$ cat config.mk
export PLATFORM = sky130hd
export DESIGN_NAME = mcpu_run_ctrl_flat
export DESIGN_NICKNAME = d
export VERILOG_FILES = /design/src/rtl/mcpu_pkg.sv /design/src/rtl/mcpu_run_ctrl_if.sv /design/src/rtl/mcpu_imem.sv /design/src/rtl/mcpu_run_ctrl.sv /design/src/flat_wrapper.sv
export SDC_FILE = /design/constraint.sdc
export NUM_CORES = 2
export LEC_CHECK = 0
export CORE_AREA = 5 5 394 396
export CTS_BUF_LIST = sky130_fd_sc_hd__clkbuf_8 sky130_fd_sc_hd__clkbuf_16
export CTS_CLUSTER_DIAMETER = 50
export CTS_CLUSTER_SIZE = 8
export DETAILED_ROUTE_END_ITERATION = 7
export DIE_AREA = 0 0 399 401
export GPL_TIMING_DRIVEN = 0
export PLACE_DENSITY_LB_ADDON = 0.1
export RECOVER_POWER = 25
export REMOVE_ABC_BUFFERS = 1
export SETUP_SLACK_MARGIN = 0.5
export SLEW_MARGIN = 30
export SYNTH_ARGS = -nofsm -noshare
export SYNTH_HDL_FRONTEND = slang
export SYNTH_SLANG_ARGS = --single-unit
$ cat constraint.sdc
create_clock -name clk -period 3.9 [get_ports clk]
set_input_delay 0.585 -clock clk [delete_from_list [all_inputs] [get_ports clk]]
set_output_delay 0.585 -clock clk [all_outputs]
set_load 0.03 [all_outputs]
$ cat src/rtl/mcpu_pkg.sv
// Shared definitions for the mcpu run controller and core.
// State/reason encodings and instruction byte constants.
package mcpu_pkg;

  typedef enum logic [1:0] {
    ST_IDLE = 2'd0,
    ST_RUN  = 2'd1,
    ST_DONE = 2'd2
  } state_t;

  typedef enum logic [1:0] {
    RSN_HALT   = 2'b00,
    RSN_LIMIT  = 2'b01,
    RSN_ABORT  = 2'b10,
    RSN_PC_OOR = 2'b11
  } reason_t;

  localparam logic [7:0] MCPU_NOP  = 8'h80;
  localparam logic [7:0] MCPU_HALT = 8'h00;

  localparam int MCPU_OP_IMM_BIT = 7;
  localparam int MCPU_OP_MSB     = 6;
  localparam int MCPU_OP_LSB     = 4;
  localparam int MCPU_ARG_MSB    = 3;
  localparam int MCPU_ARG_LSB    = 0;

endpackage

$ cat src/rtl/mcpu_run_ctrl_if.sv
// Host program-load handshake for the run controller.
// Host is master; controller is slave.
interface mcpu_run_ctrl_if #(
  parameter int ADDR_W = 8
);
  logic              ld_valid;
  logic              ld_ready;
  logic [ADDR_W-1:0] ld_addr;
  logic [7:0]        ld_data;

  modport master (
    output ld_valid,
    output ld_addr,
    output ld_data,
    input  ld_ready
  );

  modport slave (
    input  ld_valid,
    input  ld_addr,
    input  ld_data,
    output ld_ready
  );
endinterface

$ cat src/rtl/mcpu_imem.sv
// Instruction byte memory: sync write, async read so the
// core sees the byte in the same cycle as its PC.
module mcpu_imem #(
  parameter int DEPTH  = 256,
  parameter int ADDR_W = 8
) (
  input  logic              clk,
  input  logic              i_we,
  input  logic [ADDR_W-1:0] i_waddr,
  input  logic [7:0]        i_wdata,
  input  logic [ADDR_W-1:0] i_raddr,
  output logic [7:0]        o_rdata
);
  logic [7:0] r_mem [DEPTH];

  always_ff @(posedge clk) begin
    if (i_we) begin
      r_mem[i_waddr] <= i_wdata;
    end
  end

  assign o_rdata = r_mem[i_raddr];
endmodule

$ cat src/rtl/mcpu_run_ctrl.sv
// Run controller: loads IMEM, runs the core, stops it on
// halt/limit/abort/PC out of range and reports why.
module mcpu_run_ctrl
  import mcpu_pkg::*;
#(
  parameter int DATA_WIDTH = 32,
  parameter int IMEM_DEPTH = 256,
  parameter int ADDR_W     = 8,
  parameter int CYCLE_W    = 32
) (
  input  logic                  clk,
  input  logic                  reset,
  mcpu_run_ctrl_if.slave        ld,
  input  logic                  i_cmd_start,
  input  logic                  i_cmd_abort,
  input  logic [CYCLE_W-1:0]    i_max_cycles,
  output logic                  o_busy,
  output logic                  o_done,
  output logic [1:0]            o_done_reason,
  output logic [CYCLE_W-1:0]    o_cycles_out,
  output logic                  o_core_reset,
  output logic [7:0]            o_core_irom,
  input  logic [DATA_WIDTH-1:0] i_core_pc
);

  state_t             r_state;
  state_t             w_next;
  reason_t            r_reason;
  reason_t            w_reason;
  logic [CYCLE_W-1:0] r_cycles;
  logic [CYCLE_W-1:0] r_limit;

  logic               w_run;
  logic               w_we;
  logic [7:0]         w_fetch;
  logic               w_oor;
  logic               w_halt;
  logic               w_lim;
  logic               w_stop;

  assign w_run = (r_state == ST_RUN);
  assign w_we  = ld.ld_valid & ld.ld_ready;

  mcpu_imem #(
    .DEPTH  (IMEM_DEPTH),
    .ADDR_W (ADDR_W)
  ) u_imem (
    .clk     (clk),
    .i_we    (w_we),
    .i_waddr (ld.ld_addr),
    .i_wdata (ld.ld_data),
    .i_raddr (i_core_pc[ADDR_W-1:0]),
    .o_rdata (w_fetch)
  );

  assign w_oor  = i_core_pc >= DATA_WIDTH'(IMEM_DEPTH);
  assign w_halt = (w_fetch == MCPU_HALT);
  assign w_lim  = (r_limit != '0) && (r_cycles == r_limit);
  assign w_stop = w_run &
                  (i_cmd_abort | w_oor | w_halt | w_lim);

  // Overlapping causes: the first matching one wins.
  always_comb begin
    w_reason = RSN_LIMIT;
    if (i_cmd_abort) begin
      w_reason = RSN_ABORT;
    end else if (w_oor) begin
      w_reason = RSN_PC_OOR;
    end else if (w_halt) begin
      w_reason = RSN_HALT;
    end
  end

  always_ff @(posedge clk) begin
    if (reset) begin
      r_state <= ST_IDLE;
    end else begin
      r_state <= w_next;
    end
  end

  always_comb begin
    w_next = r_state;
    unique case (r_state)
      ST_IDLE,
      ST_DONE: begin
        if (i_cmd_start) begin
          w_next = ST_RUN;
        end
      end
      ST_RUN: begin
        if (w_stop) begin
          w_next = ST_DONE;
        end
      end
      default: w_next = ST_IDLE;
    endcase
  end

  always_ff @(posedge clk) begin
    if (reset) begin
      r_cycles <= '0;
      r_limit  <= '0;
      r_reason <= RSN_HALT;
    end else if (!w_run) begin
      if (i_cmd_start) begin
        r_cycles <= '0;
        r_limit  <= i_max_cycles;
      end
    end else if (w_stop) begin
      r_reason <= w_reason;
    end else begin
      r_cycles <= r_cycles + CYCLE_W'(1);
    end
  end

  // Held in reset on the stopping cycle so it never executes.
  assign o_core_reset  = reset | ~w_run | w_stop;
  assign o_core_irom   = (w_run && !w_stop) ? w_fetch
                                            : MCPU_NOP;
  assign ld.ld_ready   = ~w_run;
  assign o_busy        = w_run;
  assign o_done        = (r_state == ST_DONE);
  assign o_done_reason = r_reason;
  assign o_cycles_out  = r_cycles;

endmodule
$ cat src/flat_wrapper.sv
// flat-port wrapper written by rule: the top's interface ports become plain ports
module mcpu_run_ctrl_flat import mcpu_pkg::*;
#(
  parameter int DATA_WIDTH = 32,
  parameter int IMEM_DEPTH = 256,
  parameter int ADDR_W     = 8,
  parameter int CYCLE_W    = 32
)
  (clk, reset, i_cmd_start, i_cmd_abort, i_max_cycles, o_busy, o_done, o_done_reason, o_cycles_out, o_core_reset, o_core_irom, i_core_pc, ld_ld_valid, ld_ld_addr, ld_ld_data, ld_ld_ready);
  mcpu_run_ctrl_if #(.ADDR_W(ADDR_W)) ld_i ();
  input  logic clk;
  input  logic reset;
  input  logic i_cmd_start;
  input  logic i_cmd_abort;
  input  logic [CYCLE_W-1:0] i_max_cycles;
  output logic o_busy;
  output logic o_done;
  output logic [1:0] o_done_reason;
  output logic [CYCLE_W-1:0] o_cycles_out;
  output logic o_core_reset;
  output logic [7:0] o_core_irom;
  input  logic [DATA_WIDTH-1:0] i_core_pc;
  input wire logic [$bits(ld_i.ld_valid)-1:0] ld_ld_valid;
  input wire logic [$bits(ld_i.ld_addr)-1:0] ld_ld_addr;
  input wire logic [$bits(ld_i.ld_data)-1:0] ld_ld_data;
  output wire logic [$bits(ld_i.ld_ready)-1:0] ld_ld_ready;
  assign ld_i.ld_valid = ld_ld_valid;
  assign ld_i.ld_addr = ld_ld_addr;
  assign ld_i.ld_data = ld_ld_data;
  assign ld_ld_ready = ld_i.ld_ready;
  mcpu_run_ctrl #(.DATA_WIDTH(DATA_WIDTH), .IMEM_DEPTH(IMEM_DEPTH), .ADDR_W(ADDR_W), .CYCLE_W(CYCLE_W)) u_core (.clk(clk), .reset(reset), .ld(ld_i), .i_cmd_start(i_cmd_start), .i_cmd_abort(i_cmd_abort), .i_max_cycles(i_max_cycles), .o_busy(o_busy), .o_done(o_done), .o_done_reason(o_done_reason), .o_cycles_out(o_cycles_out), .o_core_reset(o_core_reset), .o_core_irom(o_core_irom), .i_core_pc(i_core_pc));
endmodule
### After elaboration in Yosys (flattened, before gate mapping)

Memory sizes are Yosys's and may differ from the RTL's.
Index checks and enable logic that the tools add are counted.

* flip-flop bits (word level): 68
* memory bits (writable): 2048
* bits of input ports: 85
* output and inout port bits: 46
* word-level logic and storage cells: 45
* memories kept: 1

* add/sub/neg operators: 1
* magnitude comparators: 1
* equality and inequality tests: 6
* mux-type cells: 12
* bitwise gates (word level): 8
* reductions and logical operators: 12

Memory list
* u_core.u_imem.r_mem: depth 256, bits a word 8, rd ports 1, clocked after memory_dff 0, write ports 1, RTL line mcpu_imem.sv:14 `logic [7:0] r_mem [DEPTH];`

Operators with widths (number)
* 32-bit 2-to-1 mux: 3
* 32-bit by 1-bit adder with 32-bit output, second input constant: 1
* 32-bit == test: 1
* 32-bit by 9-bit greater-or-equal comparator with 1-bit output, second input constant: 1
* 32-bit nonzero test: 1
* 8-bit zero test: 1
* 2-bit 2-to-1 mux: 4
* 8-bit 2-to-1 mux: 1
* 2-bit AND reduction: 4
* 2-bit != test, second input constant: 3
* 1-bit OR: 5
* 2-bit one-hot mux with 2 select lines: 1
* 1-bit 2-to-1 mux: 3
* 1-bit AND: 2
* 2-bit by 1-bit == test with 1-bit output, second input constant: 1
* 2-bit == test, second input constant: 1
* 1-bit logical AND: 2
* 2-bit zero test: 1
* 2-bit nonzero test: 1
* 2-bit OR reduction: 1
* 1-bit zero test: 1
* 1-bit inverter: 1

### Logic depth before layout (Yosys ltp)

* depth after elaboration: 8
* gate-level depth with buffers: 18
* gate-level depth less buffers: 10

### Modules after synthesis

From an unflattened synthesis, not the netlist that was laid out.

* cell total of the unflattened synthesis: 4179
* area total of the unflattened synthesis: 83045.9 sq um

Modules (own cells, without submodules)
* mcpu_imem: instances 1, cells an instance 3725, area an instance 79396.1 sq um, sequential area each 61499.0 sq um
* mcpu_run_ctrl: instances 1, cells an instance 454, area an instance 3649.8 sq um, sequential area each 1361.3 sq um

### Least setup slack after synthesis

No wires, ideal clock.

* kind: input-to-output
* start point: input port i_core_pc[0]
* end point: output port o_core_irom[7]
* data arrival time: 3.611 ns
* required time: 3.315 ns
* setup slack: -0.296 ns
* cell stages on the path: 16
* path buffers: 8
* cells stage by stage: buf_6 -> buf_8 -> buf_6 -> buf_6 -> buf_6 -> buf_6 -> buf_6 -> mux2i_1 -> o22ai_1 -> a2111oi_2 -> o22ai_1 -> o221ai_2 -> o2111ai_2 -> o21ai_2 -> buf_4 -> or3_1

* cells in the longest elaborated chain, start to end: 8
* elaborated cells between the ends (all ways): 10
* classes of those cells: order compare (1); mux (1); bitwise (4); reduce/logical (3); memory (1)

RTL lines
* start: declaration: RTL line flat_wrapper.sv:22 `input logic [DATA_WIDTH-1:0] i_core_pc;`
* memory read 256 x 8 bit or 32-bit by 9-bit greater-or-equal comparator with 1-bit output (tied branches)
* 8-bit zero test or 1-bit OR (tied branches): RTL line mcpu_run_ctrl.sv:57, mcpu_run_ctrl.sv:60
* 1-bit OR (2 in a row): RTL line mcpu_run_ctrl.sv:60 `(i_cmd_abort | w_oor | w_halt | w_lim);`
* 1-bit AND: RTL line mcpu_run_ctrl.sv:59 `assign w_stop = w_run &`
* 1-bit zero test: RTL line mcpu_run_ctrl.sv:119 `assign o_core_irom = (w_run && !w_stop) ? w_fetch`
* 1-bit logical AND: RTL line mcpu_run_ctrl.sv:119
* 8-bit 2-to-1 mux (*): RTL line mcpu_run_ctrl.sv:119
* end: declaration: RTL line flat_wrapper.sv:21 `output logic [7:0] o_core_irom;`

Every way passes the cells marked *; elsewhere a longest branch is shown, timed or not.

### Worst setup path in the final report

* start point: input port i_core_pc[0]
* end point: output port o_core_reset

* cells in the longest elaborated chain, start to end: 6
* elaborated cells between the ends (all ways): 8
* classes of those cells: order compare (1); bitwise (5); reduce/logical (1); memory (1)

RTL lines
* memory read 256 x 8 bit or 32-bit by 9-bit greater-or-equal comparator with 1-bit output (tied branches)
* 8-bit zero test or 1-bit OR (tied branches): RTL line mcpu_run_ctrl.sv:57, mcpu_run_ctrl.sv:60
* 1-bit OR (*) (2 in a row): RTL line mcpu_run_ctrl.sv:60
* 1-bit AND (*): RTL line mcpu_run_ctrl.sv:59
* 1-bit OR (*): RTL line mcpu_run_ctrl.sv:118 `assign o_core_reset = reset | ~w_run | w_stop;`
* end: declaration: RTL line flat_wrapper.sv:20 `output logic o_core_reset;`

Marks and branches as above.

==> summary.md <==
| Metric | Value |
|---|---|
| Status | `finished with violations` |
| Failing checks | `capacitance limit, slew limit, setup timing` |
| Layout Cells excl Fill | `6866` |
| Fin crit share | `1.21` |
| Min cycle time layout | `4700 ps` |
| Leak Pwr | `32.7 nW` |
| Power per cell area | `519 mW/mm2` |
| Longest Clk Path Bufs | `4` |
| Worst-Margin Slew | `4350 ps` |
| Htree depth | `5` |
| Post-detailed-route count of antenna-violating nets | `0` |
| Final HPWL DP | `137 mm` |
| Largest net degree at the start of global routing | `109` |
| Clock sinks | `2116` |
| Worst setup EP type | `output pin` |
| Max-cap violations | `9` |
| Vias per cell | `6.79` |
| Number of distinct library cells after synthesis | `99` |
| # hold bufs at CTS | `0` |
| Worst setup margin | `-803 ps` |
| Launch point of the critical path | `i_core_pc[0]` |
| Worst Hold Class | `input port to flip-flop` |
| Reg2reg start | `u_core.u_imem.r_mem[93][0]` |
| Synth Warn # | `0` |
| Post-synth ARST share | `0` |
| Total grt overflow | `0` |
| Clk_lat worst skew | `910 ps` |
| Clk slew on worst S/H paths | `50 ps` |
| Tot GR Track Use | `0.310` |
| Drt drc | `0` |
| CTS tree | `built` |
| Setup Viol. Count Final | `152` |
| Arr. time, crit path | `4120 ps` |
| Die H | `401 um` |
| I/O pins | `131` |
| Vias in the first global route | `46.2k` |
| Via count | `46.6k` |
| Die area | `0.160 mm2` |
| Final wirelength | `249 mm` |
| Fmax | `0.213 GHz` |
| Post-DR wirelength/cell | `36.3 um` |
| Post-placement setup slack | `-4060 ps` |
| Worst ir drop on vdd | `0.460 mV` |
| CTS buffer count | `317` |
| Row count | `143` |
| IO Port Bufs | `130` |
| Drt initial violations | `5833` |
| Dpl cells | `6351` |
| Unrepaired setup endpoints after global routing | `yes` |
| HP Start | `reset` |
| First-pass GRT wire length | `350 mm` |
| Area growth, synth to finish | `18.8%` |
| Crit path launch type | `input port` |
| Final Wtd Congestion | `0.819` |
| Synth Cell Area | `0.0840 mm2` |
| Initial antenna violation count | `10` |
| CTS root buffer | `clkbuf_16` |
| Layout Nets | `4877` |
| Crit Path Max Fanout | `20` |
| Main synth FF type | `edfxtp_1` |
| Slew headroom | `-1.90` |
| Register area share after synthesis | `0.748` |
| Drt pass-1 iters | `6` |
| Core area | `0.151 mm2` |
| Mean Syn Cell Area | `19.2 um2` |
| Number of fill cells in the layout | `9865` |
| Initial core utilization | `0.556` |
| Worst Path Required | `3310 ps` |
| Synth Register Bits | `2116` |
| Final hold violation count | `0` |
| Share of layout cells above drive strength 1 | `0.246` |
| Multi-input gate area | `0.0208 mm2` |
| Seq. cell area | `0.0629 mm2` |
| Synth Instances | `4382` |
| Max-slew violations | `606` |
| Die width | `399 um` |
| Clock Skew | `59.7 ps` |
| Kind of critical path | `input port to output pin` |
| EDFF count, synth | `2048` |
cells in the mapped netlist, drive strengths merged, types with 14 or more instances:
cell        n  area [um2]
nand2     162         608
a2111oi    20         208
edfxtp   2048       61500
a221oi     23         208
a21oi      93         477
buf       165        1420
dfxtp      68        1360
o22ai      78         488
o21ai      35         183
and2       17         106
nor3       24         120
mux4      368        8360
xor2       35         307
nor2      323        1210
nor2b      25         156
nand3      46         230
o221ai     40         357
a211o      14         123
and3       15        98.8
nor4       31         194
a22o       25         219
a31oi      19         119
a211oi     30         230
clkbuf    104         419
a22oi      42         315
mux2i     318        3180
nand2b     15        96.3
nand4      19         119
mux2       30         338
layer usage:
layer | global-route usage | routed length, um
met4 | 0.109 | 8360
met2 | 0.460 | 115000
met5 | 0.00696 | 13
met3 | 0.0831 | 28300
met1 | 0.450 | 97300
through the flow:
| step | setup TNS, ps | hold slack [ps] | area, um2 | util | power, W |
|---|---|---|---|---|---|
| 3_5_place_dp | -387750 | 474 | 88100 | 0.583 | 0.0281 |
| 4_1_cts | -4160 | 52.0 | 99700 | 0.660 | 0.0519 |
| 6_report | -27110 | 229 | 99800 | 0.660 | 0.0519 |
| 2_1_floorplan | -38320 | 454 | 82200 | - | 0.0264 |
| 3_3_place_gp | - | 461 | 86000 | 0.569 | 0.0298 |
| 5_1_grt | -76480 | 216 | 99800 | 0.660 | 0.0531 |
layout by cell type (no fill, tap or decap), types with 36 or more instances in the layout:
cell,n
buf_16,49
o22ai_1,70
nand2_1,159
nor2_1,285
clkdlybuf4s50_1,104
mux2i_1,316
buf_4,83
dfxtp_1,68
mux4_2,350
clkbuf_16,328
nand3_1,36
a21oi_1,80
a22oi_1,39
edfxtp_1,2048
registers in the layout, summed over array words and instances, names as in the netlist:
signal	count
u_core.u_imem.r_mem	2048
u_core.r_state	2
u_core.o_cycles_out	32
u_core.r_limit	32
u_core.o_done_reason	2
where the power goes:
group	leakage (nW)	switching, W	internal (W)
clock	4.15	0.00897	0.0146
sequential	19.0	0.0000272	0.0250
combinational	9.58	0.00203	0.00123
total	32.7	0.0110	0.0408
layout make-up:
cell class | count | share of cell area
Antenna cell | 9 | 0.000226
Clock buffer | 327 | 0.0817
Clock inverter | 28 | 0.00128
Inverter | 14 | 0.000815
Multi-Input combinational cell | 1984 | 0.208
Sequential cell | 2116 | 0.630
Tap cell | 2030 | 0.0254
Timing Repair Buffer | 358 | 0.0529
what timing repair did:
action / in CTS / in global routing
hold endpoints to repair: 0 / 0
gates resized for setup: 270 / 48
setup buffers: 93 / 8
pin swaps: 52 / 28
endpoints found under the setup margin: 1932 / 458
cloned: 47 / 3
critical path, stage by stage:
cell and delay (ps):
buf_16 130, buf_16 150, buf_16 200, buf_16 260, mux4_2 520, mux2_2 280
o22ai_1 150, o31a_1 340, a221o_1 340, o31a_1 200, buf_6 130, o2111a_4 330
a21oi_4 110, nand2b_1 120, buf_6 150
final timing paths:
check | slack, ps | to | depth (start not counted)
worst max-delay path | -800 | o_core_reset | 15
worst min-delay path | 230 | u_core.o_cycles_out[0] | 2
worst max register to register | 20 | u_core.o_cycles_out[8] | 14
worst min register to register | 480 | u_core.o_done_reason[1] | 2
cells by family (layout without fill, tap and decap cells):
| kind of cell | Yosys count | count (layout) | share of synthesized area |
|---|---|---|---|
| flops | 2116 | 2116 | 0.748 |
| buf+inv | 286 | 727 | 0.0229 |
| xor+xnor | 37 | 37 | 0.00386 |
| compound gates | 518 | 519 | 0.0460 |
| other cells | 0 | 9 | 0 |
| fa+ha+maj | 1 | 1 | 0.000149 |
| simple gates | 708 | 711 | 0.0378 |
| mux | 716 | 716 | 0.141 |
No activity file was read; power rests on OpenSTA's default activity.
